**src/rtl/pipeline_hazard_ctrl.sv**
```systemverilog
// Pipeline hazard controller: data-hazard bubble insertion, branch flushing
// and a fixed-length memory-access stall sequence with a saturating stall counter.
module pipeline_hazard_ctrl #(
    parameter int unsigned MEM_WAIT_CYCLES = 4
) (
    input  logic        clk,
    input  logic        rst,
    input  logic [3:0]  src_1,
    input  logic [3:0]  src_2,
    input  logic        two_src,
    input  logic [3:0]  exe_dest,
    input  logic        exe_wb_en,
    input  logic        exe_mem_r_en,
    input  logic [3:0]  mem_dest,
    input  logic        mem_wb_en,
    input  logic        mem_req,
    input  logic        branch_taken,
    input  logic        fwd_en,
    output logic        freeze_if,
    output logic        flush_if,
    output logic        flush_id,
    output logic        stall_all,
    output logic        mem_done,
    output logic [15:0] stall_cnt
);

    typedef enum logic [1:0] {
        ST_RUN      = 2'd0,
        ST_MEM_WAIT = 2'd1,
        ST_MEM_DONE = 2'd2
    } state_e;

    // The RUN cycle already counts as the first stall cycle, so the wait
    // counter covers the remaining MEM_WAIT_CYCLES-1 cycles down to zero.
    localparam int unsigned WAIT_LOAD_INT = (MEM_WAIT_CYCLES > 1) ? (MEM_WAIT_CYCLES - 2) : 0;
    localparam logic [3:0]  WAIT_LOAD     = WAIT_LOAD_INT[3:0];
    localparam logic        SINGLE_CYCLE  = (MEM_WAIT_CYCLES == 1) ? 1'b1 : 1'b0;

    state_e      state_q, state_d;
    logic [3:0]  wcnt_q, wcnt_d;
    logic [15:0] stall_cnt_q, stall_cnt_d;

    logic        src1_exe_s, src2_exe_s, src1_mem_s, src2_mem_s;
    logic        load_use_s, no_fwd_s, hazard_s;

    // Register-number comparisons and hazard classification
    always_comb begin
        src1_exe_s = (src_1 == exe_dest);
        src2_exe_s = two_src && (src_2 == exe_dest);
        src1_mem_s = (src_1 == mem_dest);
        src2_mem_s = two_src && (src_2 == mem_dest);
        load_use_s = exe_wb_en && exe_mem_r_en && (src1_exe_s || src2_exe_s);
        no_fwd_s   = (exe_wb_en && (src1_exe_s || src2_exe_s)) ||
                     (mem_wb_en && (src1_mem_s || src2_mem_s));
        if (fwd_en) begin
            hazard_s = load_use_s;
        end else begin
            hazard_s = no_fwd_s;
        end
    end

    // Next-state logic and combinational control outputs
    always_comb begin
        state_d   = state_q;
        wcnt_d    = wcnt_q;
        stall_all = 1'b0;
        mem_done  = 1'b0;
        case (state_q)
            ST_RUN: begin
                if (mem_req) begin
                    stall_all = 1'b1;
                    if (SINGLE_CYCLE) begin
                        state_d = ST_MEM_DONE;
                    end else begin
                        state_d = ST_MEM_WAIT;
                        wcnt_d  = WAIT_LOAD;
                    end
                end else begin
                    state_d = ST_RUN;
                end
            end
            ST_MEM_WAIT: begin
                stall_all = 1'b1;
                if (wcnt_q == 4'd0) begin
                    state_d = ST_MEM_DONE;
                end else begin
                    wcnt_d = wcnt_q - 4'd1;
                end
            end
            ST_MEM_DONE: begin
                mem_done = 1'b1;
                state_d  = ST_RUN;
            end
            default: begin
                state_d = ST_RUN;
                wcnt_d  = 4'd0;
            end
        endcase

        // A full stall masks everything; a taken branch beats a hazard.
        freeze_if = 1'b0;
        flush_if  = 1'b0;
        flush_id  = 1'b0;
        if (stall_all) begin
            freeze_if = 1'b0;
        end else if (branch_taken) begin
            flush_if = 1'b1;
            flush_id = 1'b1;
        end else if (hazard_s) begin
            freeze_if = 1'b1;
            flush_id  = 1'b1;
        end else begin
            freeze_if = 1'b0;
        end
    end

    // Saturating count of cycles in which any part of the pipe is held
    always_comb begin
        if ((stall_all || freeze_if) && (stall_cnt_q != 16'hFFFF)) begin
            stall_cnt_d = stall_cnt_q + 16'd1;
        end else begin
            stall_cnt_d = stall_cnt_q;
        end
    end

    // State, wait counter and stall counter registers
    always_ff @(posedge clk or negedge rst) begin
        if (!rst) begin
            state_q     <= ST_RUN;
            wcnt_q      <= 4'd0;
            stall_cnt_q <= 16'd0;
        end else begin
            state_q     <= state_d;
            wcnt_q      <= wcnt_d;
            stall_cnt_q <= stall_cnt_d;
        end
    end

    assign stall_cnt = stall_cnt_q;

endmodule

```
**config.mk**
```make
export PLATFORM = sky130hd
export DESIGN_NAME = pipeline_hazard_ctrl
export DESIGN_NICKNAME = d
export VERILOG_FILES = /design/src/rtl/pipeline_hazard_ctrl.sv
export SDC_FILE = /design/constraint.sdc
export NUM_CORES = 1
export LEC_CHECK = 0
export CAP_MARGIN = 10
export CELL_PAD_IN_SITES_DETAIL_PLACEMENT = 1
export CELL_PAD_IN_SITES_GLOBAL_PLACEMENT = 1
export CORE_ASPECT_RATIO = 0.75
export CORE_MARGIN = 4
export CORE_UTILIZATION = 38
export DETAILED_ROUTE_END_ITERATION = 10
export GPL_TIMING_DRIVEN = 0
export PLACE_DENSITY = 0.82
export SLEW_MARGIN = 20
export SYNTH_ARGS = -nofsm -noshare
export SYNTH_HDL_FRONTEND = slang
export SYNTH_SLANG_ARGS = --single-unit
```
**constraint.sdc**
```tcl
create_clock -name clk -period 4.9 [get_ports clk]
set_input_delay 0.49 -clock clk [delete_from_list [all_inputs] [get_ports clk]]
set_output_delay 0.49 -clock clk [all_outputs]
set_load 0.01 [all_outputs]
```
==> impl_metrics.ini, run 1 <==
[floorplan]
dieArea_um2 = 5065
fp.coreArea_um2 = 3756
pin_count = 46
start_util = 0.4027
die_y_um = 62.64
die_x_um = 80.86
fp-row-count = 19

[layout]
layout.cell_area.non_filler_um2 = 2095
areaGrowthSynthToFinish_pct = 38.46
final_nets = 227
antennaDiodeCount = 0
layout_common_cells = 44 x clkdlybuf4s50_1, 22 x dfrtp_1, 18 x xnor2_1, 14 x nand2_1, 10 x xor2_1
instances_no_fill = 250
final_common_cell = clkdlybuf4s50_1
drive_above_1_share = 0.1566

[routing]
wl_met1_um = 1850
drt_wl_total_um = 3951
viasPerCell = 5.048
wl_met3_um = 141
met2_length_um = 1938
firstDrtPassIters = 4
antenna_left = 0
wl_per_cell_um = 15.80
vias = 1262
first_iter_violations = 28
top_layer_used = met4
post-route-drc-count = 0

[critical_path]
reg2reg_from = wcnt_q[0]$_DFFE_PN0P_
critical-path-top-delay-family = buffers and inverters
path_cells = clkdlybuf4s50_1, xnor2_1, nand4_1, o22ai_2, o21bai_4, buf_6, nor2_1, clkdlybuf4s50_1
cp_common_cell = clkdlybuf4s50_1
crit_path_start = exe_dest[1]
path_buf_inv = 3
critPathRequiredTime_ps = 4410
critPathCaptureType = output port
critPathLaunchType = primary input
crit_fanout = 10
crit_path_max_incr_delay_ps = 540
critPathArrivalTime_ps = 2490
path_class = primary input to output port
slowest_stage = clkdlybuf4s50_1
r2r_slack_ps = 3050

[power]
p_clk_frac = 0.166
p_comb_frac = 0.499
p_sw_frac = 0.3861
power_density_nw_per_um2 = 492.0
p_leak_nw = 0.8030
irDropWorstVdd_mv = 0.3561
netSwitchingPower_mw = 0.3979
intPower_mw = 0.6326
pwr-share-seq = 0.334

[clocking]
postCtsSetupBuffers = 0
cts_inserted_buffers = 3
clock_sinks = 22
tritoncts = yes
root_buffer = clkbuf_8
clock_latency_ps = 260
cts_hold_buf = 0
h-tree-depth = 1
cts_buffer_depth = 2
path_clk_slew_ps = 80
ctsResizeCount = 0

[timing]
drv_slew = 0
tightest_slew_ps = 767.8
period_share = 0.6087
rsz0062_at_grt = false
fmax_mhz = 335.2
period_needed_ps = 2983
finalHoldViolCount = 0
fin_tns_setup_ps = 0
relSlewSlack = 0.4870
setup_viol = 0
clock_skew_ps = 1.526

[grt]
grt_usage = 0.1687
grt_pass1_vias = 1452
grt_max_degree = 23
grt.overflow.total = 0
antenna_found_initial = 0
grt_pass1_wl_um = 6934

[yosys]
synth_top_area_share = 0.3639
ys_ff_latch = 22
yosysUniqueCellTypes = 39
synth.avg_cell_area_um2 = 10.15
yosys.area.top_type = dfrtp_1
seq_area_frac_synth = 0.3639
netlist_instances = 149
synth_area_um2 = 1513
yosys-top-cells-area = dfrtp_1 36%, xnor2_1 10%, a211oi_2 5.8%, xor2_1 5.8%, nand2_1 3.5%
yosysWarnings = 0
synth_nets = 177

[outcome]
status = completed

[placed_design]
dp.cells = 246
dp_hpwl_um = 3267
portBuffers = 45
placed_cell_area_um2 = 2028
gp_congestion = 0.7605

[job]
maxCapViolCount = 0

[worst_hold_path]
hp-class = primary input to asynchronous set/reset pin
==> Yosys cell counts <==
library cell / instances
a2111oi_4: 1
a211oi_1: 2
a211oi_2: 7
a21boi_0: 1
a21oi_1: 5
a21oi_2: 1
a2bb2oi_1: 1
and2_1: 1
and3_2: 1
buf_2: 1
buf_4: 2
buf_6: 1
dfrtp_1: 22
ha_1: 3
inv_1: 7
mux2_2: 3
mux2i_1: 3
nand2_1: 14
nand2_4: 1
nand2b_1: 2
nand3_1: 6
nand4_1: 5
nand4_4: 1
nor2_1: 9
nor2b_1: 1
nor3_1: 2
nor3_4: 1
nor3b_1: 1
o2111ai_1: 1
o21ai_0: 3
o21bai_4: 1
o22ai_1: 3
o22ai_2: 2
or2_2: 1
or2_4: 1
or3_1: 3
or3_4: 1
xnor2_1: 18
xor2_1: 10
==> stage by stage <==
stage	hold slack (ps)	setup WS, ps	total power, mW	utilization
finish	179.3	1917	1.030	0.5576
global route	206.4	1814	1.112	0.5576
CTS	510.1	1898	1.041	0.5590
detailed placement	489.8	1916	0.8686	0.5400
global placement	475.0	1935	0.8416	0.5400
floorplan	194.4	3008	0.6319	-
==> area by class of cell <==
| cell class | instances | area (µm²) |
|---|---|---|
| inverters | 7 | 26.28 |
| clock buffers | 3 | 41.29 |
| multi-input cells | 116 | 904.6 |
| well taps | 52 | 65.06 |
| clock inverters | 1 | 30.03 |
| repair buffers | 45 | 445.4 |
| plain buffers | 4 | 31.28 |
| fillers | 447 | 1662 |
| flip-flops and latches | 22 | 550.5 |
==> routing by layer <==
metal / vias up / global-route usage
li1: 623 / -
met1: 610 / 0.2239
met2: 25 / 0.2807
met3: 4 / 0.04035
met4: 0 / 0.02743
met5: - / 0
==> power groups by stage <==
stage	registers [mW]	logic, mW	clock network (mW)
4_1_cts	0.345	0.522	0.174
3_5_place_dp	0.349	0.520	0
5_1_grt	0.362	0.567	0.183
2_1_floorplan	0.354	0.278	0
3_3_place_gp	0.343	0.498	0
6_report	0.344	0.515	0.171
==> worst reg2reg max path, stage by stage, from the launching register on <==
cell and delay [ps]:
dfrtp_1 400, inv_1 120, ha_1 190, nor3b_1 650, nor2_1 90, mux2i_1 190, o22ai_1 110
==> worst paths after layout <==
| path | depth (start not counted) | end |
|---|---|---|
| min reg2reg | 1 | stall_cnt[9]$_DFFE_PN0P_ |
| max reg2reg | 6 | wcnt_q[2]$_DFFE_PN0P_ |
| max | 8 | freeze_if |
| min in group clk | 1 | stall_cnt[9]$_DFFE_PN0P_ |
| min | 1 | stall_cnt[0]$_DFFE_PN0P_ |
| max in group asynchronous | 1 | stall_cnt[12]$_DFFE_PN0P_ |
==> state kept, by name (all words and copies together) (netlist names) <==
| name | flops |
|---|---|
| stall_cnt | 16 |
| state_q | 2 |
| wcnt_q | 4 |
==> logic make-up after synthesis <==
group	after synthesis	share of synthesized area
compound gates	28	0.1762
xor+xnor	28	0.1621
fa+ha+maj	3	0.02482
buf+inv	11	0.03804
flops	22	0.3639
mux	6	0.04218
simple gates	51	0.1927
Note: power is estimated with default switching activity, not from simulation.
==> run 2: changes to the inputs <==
--- a/config.mk
+++ b/config.mk
@@ -10,10 +10,10 @@
 export CELL_PAD_IN_SITES_GLOBAL_PLACEMENT = 1
 export CORE_ASPECT_RATIO = 0.75
 export CORE_MARGIN = 4
-export CORE_UTILIZATION = 38
+export CORE_UTILIZATION = 32
 export DETAILED_ROUTE_END_ITERATION = 10
 export GPL_TIMING_DRIVEN = 0
-export PLACE_DENSITY = 0.82
+export PLACE_DENSITY = 0.73
 export SLEW_MARGIN = 20
 export SYNTH_ARGS = -nofsm -noshare
 export SYNTH_HDL_FRONTEND = slang
==> constraint.sdc (replaced) <==
create_clock -name clk -period 2.48 [get_ports clk]
set_input_delay 0.248 -clock clk [delete_from_list [all_inputs] [get_ports clk]]
set_output_delay 0.248 -clock clk [all_outputs]
set_load 0.01 [all_outputs]
==> impl_metrics.ini, run 2 (synthesis gave the netlist of run 1 again) <==
[outcome]
status = completed

[timing]
drv_slew = 0
finalHoldViolCount = 0
period_needed_ps = 2325
period_share = 0.9374
relSlewSlack = 0.4775
whs_ps = 476.9
setup_viol = 0
tightest_slew_ps = 782.0
fmax_mhz = 430.2
rsz0062_at_grt = false
clock_skew_ps = 1.011

[floorplan]
pin_count = 46
fp-row-count = 21
fp.coreArea_um2 = 4519
die_y_um = 67.55
dieArea_um2 = 5903
die_x_um = 87.39
start_util = 0.3347

[routing]
vias = 1294
firstDrtPassIters = 4
post-route-drc-count = 0
wl_per_cell_um = 15.59
first_iter_violations = 48
antenna_left = 0
viasPerCell = 5.035
drt_wl_total_um = 4006

[clocking]
tritoncts = yes
path_clk_slew_ps = 80
h-tree-depth = 1
clock_sinks = 22
clock_latency_ps = 260
root_buffer = clkbuf_8
cts_buffer_depth = 2
cts_inserted_buffers = 3

[layout]
instances_no_fill = 257
areaGrowthSynthToFinish_pct = 39.95
layout.cell_area.non_filler_um2 = 2117
drive_above_1_share = 0.1650
largest_register_ffs = 16
final_core_utilization = 0.4684
final_nets = 229
antennaDiodeCount = 0
final_common_cell = clkdlybuf4s50_1
layout_common_cells = 43 x clkdlybuf4s50_1, 22 x dfrtp_1, 17 x xnor2_1, 14 x nand2_1, 10 x xor2_1

[critical_path]
critPathRequiredTime_ps = 2230
critPathCaptureType = output port
critPathArrivalTime_ps = 2080
critPathLaunchType = primary input
path_class = primary input to output port
crit_fanout = 2

[grt]
grt_pass1_wl_um = 6872
grt_usage = 0.1516
grt.overflow.total = 0
antenna_found_initial = 0
grt_pass1_vias = 1400
grt_max_degree = 23

[power]
p_total_mw = 1.938
power_density_nw_per_um2 = 915.2
irDropWorstVdd_mv = 0.4447
p_leak_nw = 0.8289

[worst_hold_path]
hp-class = primary input to asynchronous set/reset pin

[placed_design]
portBuffers = 45
gp_congestion = 0.8052
dp_hpwl_um = 3272
dp.cells = 251
placed_cell_area_um2 = 2034

[job]
maxCapViolCount = 0
run 2: report_power, final:
group | total (mW) | leakage, nW | switching (mW) | internal (mW)
Sequential | 0.684 | 0.259 | 0.176 | 0.508
Clock | 0.262 | 0.0288 | 0.121 | 0.142
Combinational | 0.991 | 0.541 | 0.471 | 0.520
run 2: path summary, 6_finish.rpt:
path                                     startpoint                        end  slack [ps]  cells past startpoint
setup / recovery                        mem_dest[1]                   flush_id         160                      8
hold / removal                                  rst      wcnt_q[0]$_DFFE_PN0P_         480                      2
setup reg to reg           stall_cnt[0]$_DFFE_PN0P_   stall_cnt[1]$_DFFE_PN0P_         660                      6
hold reg to reg            stall_cnt[9]$_DFFE_PN0P_   stall_cnt[9]$_DFFE_PN0P_         490                      1
max in group asynchronous                       rst  stall_cnt[15]$_DFFE_PN0P_        1660                      2
min in group clk           stall_cnt[9]$_DFFE_PN0P_   stall_cnt[9]$_DFFE_PN0P_         490                      1
run 2: metal layers:
| metal | up-vias | wire length [µm] | GRT usage |
|---|---|---|---|
| li1 | 631 | - | - |
| met1 | 643 | 1942 | 0.2070 |
| met2 | 18 | 1904 | 0.2491 |
| met3 | 2 | 142 | 0.03293 |
| met4 | 0 | 17 | 0.02874 |
| met5 | - | 0 | 0 |
run 2: metrics by stage:
| step | TNS [ps] | setup WS (ps) |
|---|---|---|
| 2_1_floorplan | 0 | 749.6 |
| 3_3_place_gp | -41.40 | -41.40 |
| 3_5_place_dp | -88.64 | -88.64 |
| 4_1_cts | 0 | 10.05 |
| 5_1_grt | 0 | 40.58 |
| 6_report | 0 | 155.2 |
run 2: cell type report:
cell class              instances  area, µm²
clock buffers                   4      55.05
plain buffers                   2      18.77
multi-input cells             116      914.6
well taps                      57      71.32
fillers                       527       2402
flip-flops and latches         22      550.5
repair buffers                 49      480.5
inverters                       7      26.28
run 2: critical path, stage by stage:
cell and delay [ps]:
clkdlybuf4s50_1 540, xnor2_1 140, nand4_1 140, o22ai_2 180, buf_4 130, nor3_1 40, nor2_1 100, clkdlybuf4s50_1 560
run 2: repair_timing:
action / 4_1_cts / 5_1_grt
hold buffers: 0 / 1
setup buffers: 2 / 1
resized for setup: 0 / 3
hold endpoints to repair: 0 / 22
setup endpoints to repair: 2 / 4
pin swaps: 3 / 3
==> run 3: changes to the inputs <==
==> constraint.sdc (replaced) <==
create_clock -name clk -period 2.13 [get_ports clk]
set_input_delay 0.213 -clock clk [delete_from_list [all_inputs] [get_ports clk]]
set_output_delay 0.213 -clock clk [all_outputs]
set_load 0.01 [all_outputs]
==> impl_metrics.ini, run 3 (synthesis gave the netlist of run 1 again) <==
[outcome]
status = completed

[clocking]
h-tree-depth = 1
cts_buffer_depth = 2
path_clk_slew_ps = 80
clock_sinks = 22
tritoncts = yes
cts_inserted_buffers = 3
root_buffer = clkbuf_8
clock_latency_ps = 260

[timing]
period_share = 0.9295
setup_slack_ps = 150.1
relSlewSlack = 0.6638
fin_tns_setup_ps = 0
setup_viol = 0
rsz0062_at_grt = false
clock_skew_ps = 1.573
period_needed_ps = 1980
fmax_mhz = 505.1
finalHoldViolCount = 0
drv_slew = 0
tightest_slew_ps = 504.2

[power]
irDropWorstVdd_mv = 0.4971
p_total_mw = 2.269
power_density_nw_per_um2 = 1076
p_leak_nw = 0.8149

[layout]
final_common_cell = clkdlybuf4s50_1
largest_register_ffs = 16
fill_cells = 530
multi_input_area_um2 = 919.6
antennaDiodeCount = 0
layout_common_cells = 42 x clkdlybuf4s50_1, 22 x dfrtp_1, 17 x xnor2_1, 14 x nand2_1, 10 x xor2_1
areaGrowthSynthToFinish_pct = 39.45
area.sequential_um2 = 550.5
drive_above_1_share = 0.1800
final_nets = 229

[routing]
wl_per_cell_um = 15.70
firstDrtPassIters = 4
drt_wl_total_um = 4036
post-route-drc-count = 0
viasPerCell = 5.058
first_iter_violations = 51
vias = 1300
antenna_left = 0

[critical_path]
reg2reg_from = stall_cnt[0]$_DFFE_PN0P_
critPathLaunchType = primary input
ff2ff_path_depth = 7
critPathRequiredTime_ps = 2280
path_cells = clkdlybuf4s50_1, xnor2_1, nand4_1, o22ai_2, o21bai_4, buf_4, a21oi_2, mux2_2
crit_path_max_incr_delay_ps = 520
crit_fanout = 6
path_class = primary input to flip-flop
r2r_slack_ps = 310
critPathCaptureType = flip-flop
critPathArrivalTime_ps = 2130
slowest_stage = clkdlybuf4s50_1
r2r-end = stall_cnt[7]$_DFFE_PN0P_

[placed_design]
portBuffers = 45
dp_slack_ps = -368.6
dp_hpwl_um = 3272
gp_congestion = 0.8052

[floorplan]
die_x_um = 87.39
pin_count = 46
fp.coreArea_um2 = 4519
fp-row-count = 21
die_y_um = 67.55
start_util = 0.3347
dieArea_um2 = 5903

[grt]
grt_usage = 0.1511
grt_max_degree = 23
grt.overflow.total = 0
antenna_found_initial = 0
grt_pass1_vias = 1396
grt_pass1_wl_um = 6844

[worst_hold_path]
hp-class = primary input to asynchronous set/reset pin

[job]
maxCapViolCount = 0
run 3: worst max-delay path: cells and delay by family:
family                 cells  cell delay (ps)
buffers and inverters      2              700
multiplexers               1              360
AND/OR/NAND/NOR            1              150
AO/OA/AOI/OAI              3              570
XOR/XNOR                   1              150
run 3: stage by stage:
step | util | instances | area [µm²] | hold WS [ps]
floorplan | - | 149 | 1513 | -82.59
detailed placement | 0.4502 | 251 | 2034 | 478.7
global route | 0.4668 | 257 | 2110 | 506.6
CTS | 0.4646 | 256 | 2100 | 499.6
finish | 0.4668 | 257 | 2110 | 441.9
global placement | 0.4502 | 251 | 2034 | 473.0
run 3: timing repair:
action,4_1_cts,5_1_grt
hold buffers,0,1
endpoints found under the hold margin,0,22
resized for setup,3,6
setup endpoints to repair,4,3
setup buffers,3,0
pin swaps,4,4
run 3: how the worst max path moves through the flow:
stage	slack, ps	cells after the start	endpoint	start
finish	150	8	stall_cnt[1]$_DFFE_PN0P_	src_1[3]
global route	1	8	freeze_if	src_1[1]
CTS	6	8	freeze_if	mem_dest[3]
detailed placement	-370	8	freeze_if	src_1[3]
global placement	-320	8	freeze_if	src_1[3]
floorplan	400	7	stall_cnt[15]$_DFFE_PN0P_	stall_cnt[0]$_DFFE_PN0P_
run 3: layout make-up:
type                            instances  area share
Inverter                                7     0.01246
Buffer                                  2    0.008897
Sequential cell                        22      0.2610
Clock buffer                            4     0.02610
Timing Repair Buffer                   49      0.2218
Tap cell                               57     0.03381
Multi-Input combinational cell        116      0.4359
run 3: layer usage:
| layer | part of all wire | vias to the layer above | wire length (µm) | track usage |
|---|---|---|---|---|
| met1 | 0.48 | 650 | 1951 | 0.2055 |
| met2 | 0.48 | 18 | 1927 | 0.2491 |
| met3 | 0.035 | 2 | 140 | 0.03293 |
| li1 | - | 630 | - | - |
| met4 | 0.0042 | 0 | 17 | 0.02874 |
| met5 | 0 | - | 0 | 0 |
run 3: power breakdown:
| group | switching, mW | internal, mW |
|---|---|---|
| Combinational | 0.552 | 0.614 |
| Clock | 0.140 | 0.165 |
| Sequential | 0.207 | 0.591 |
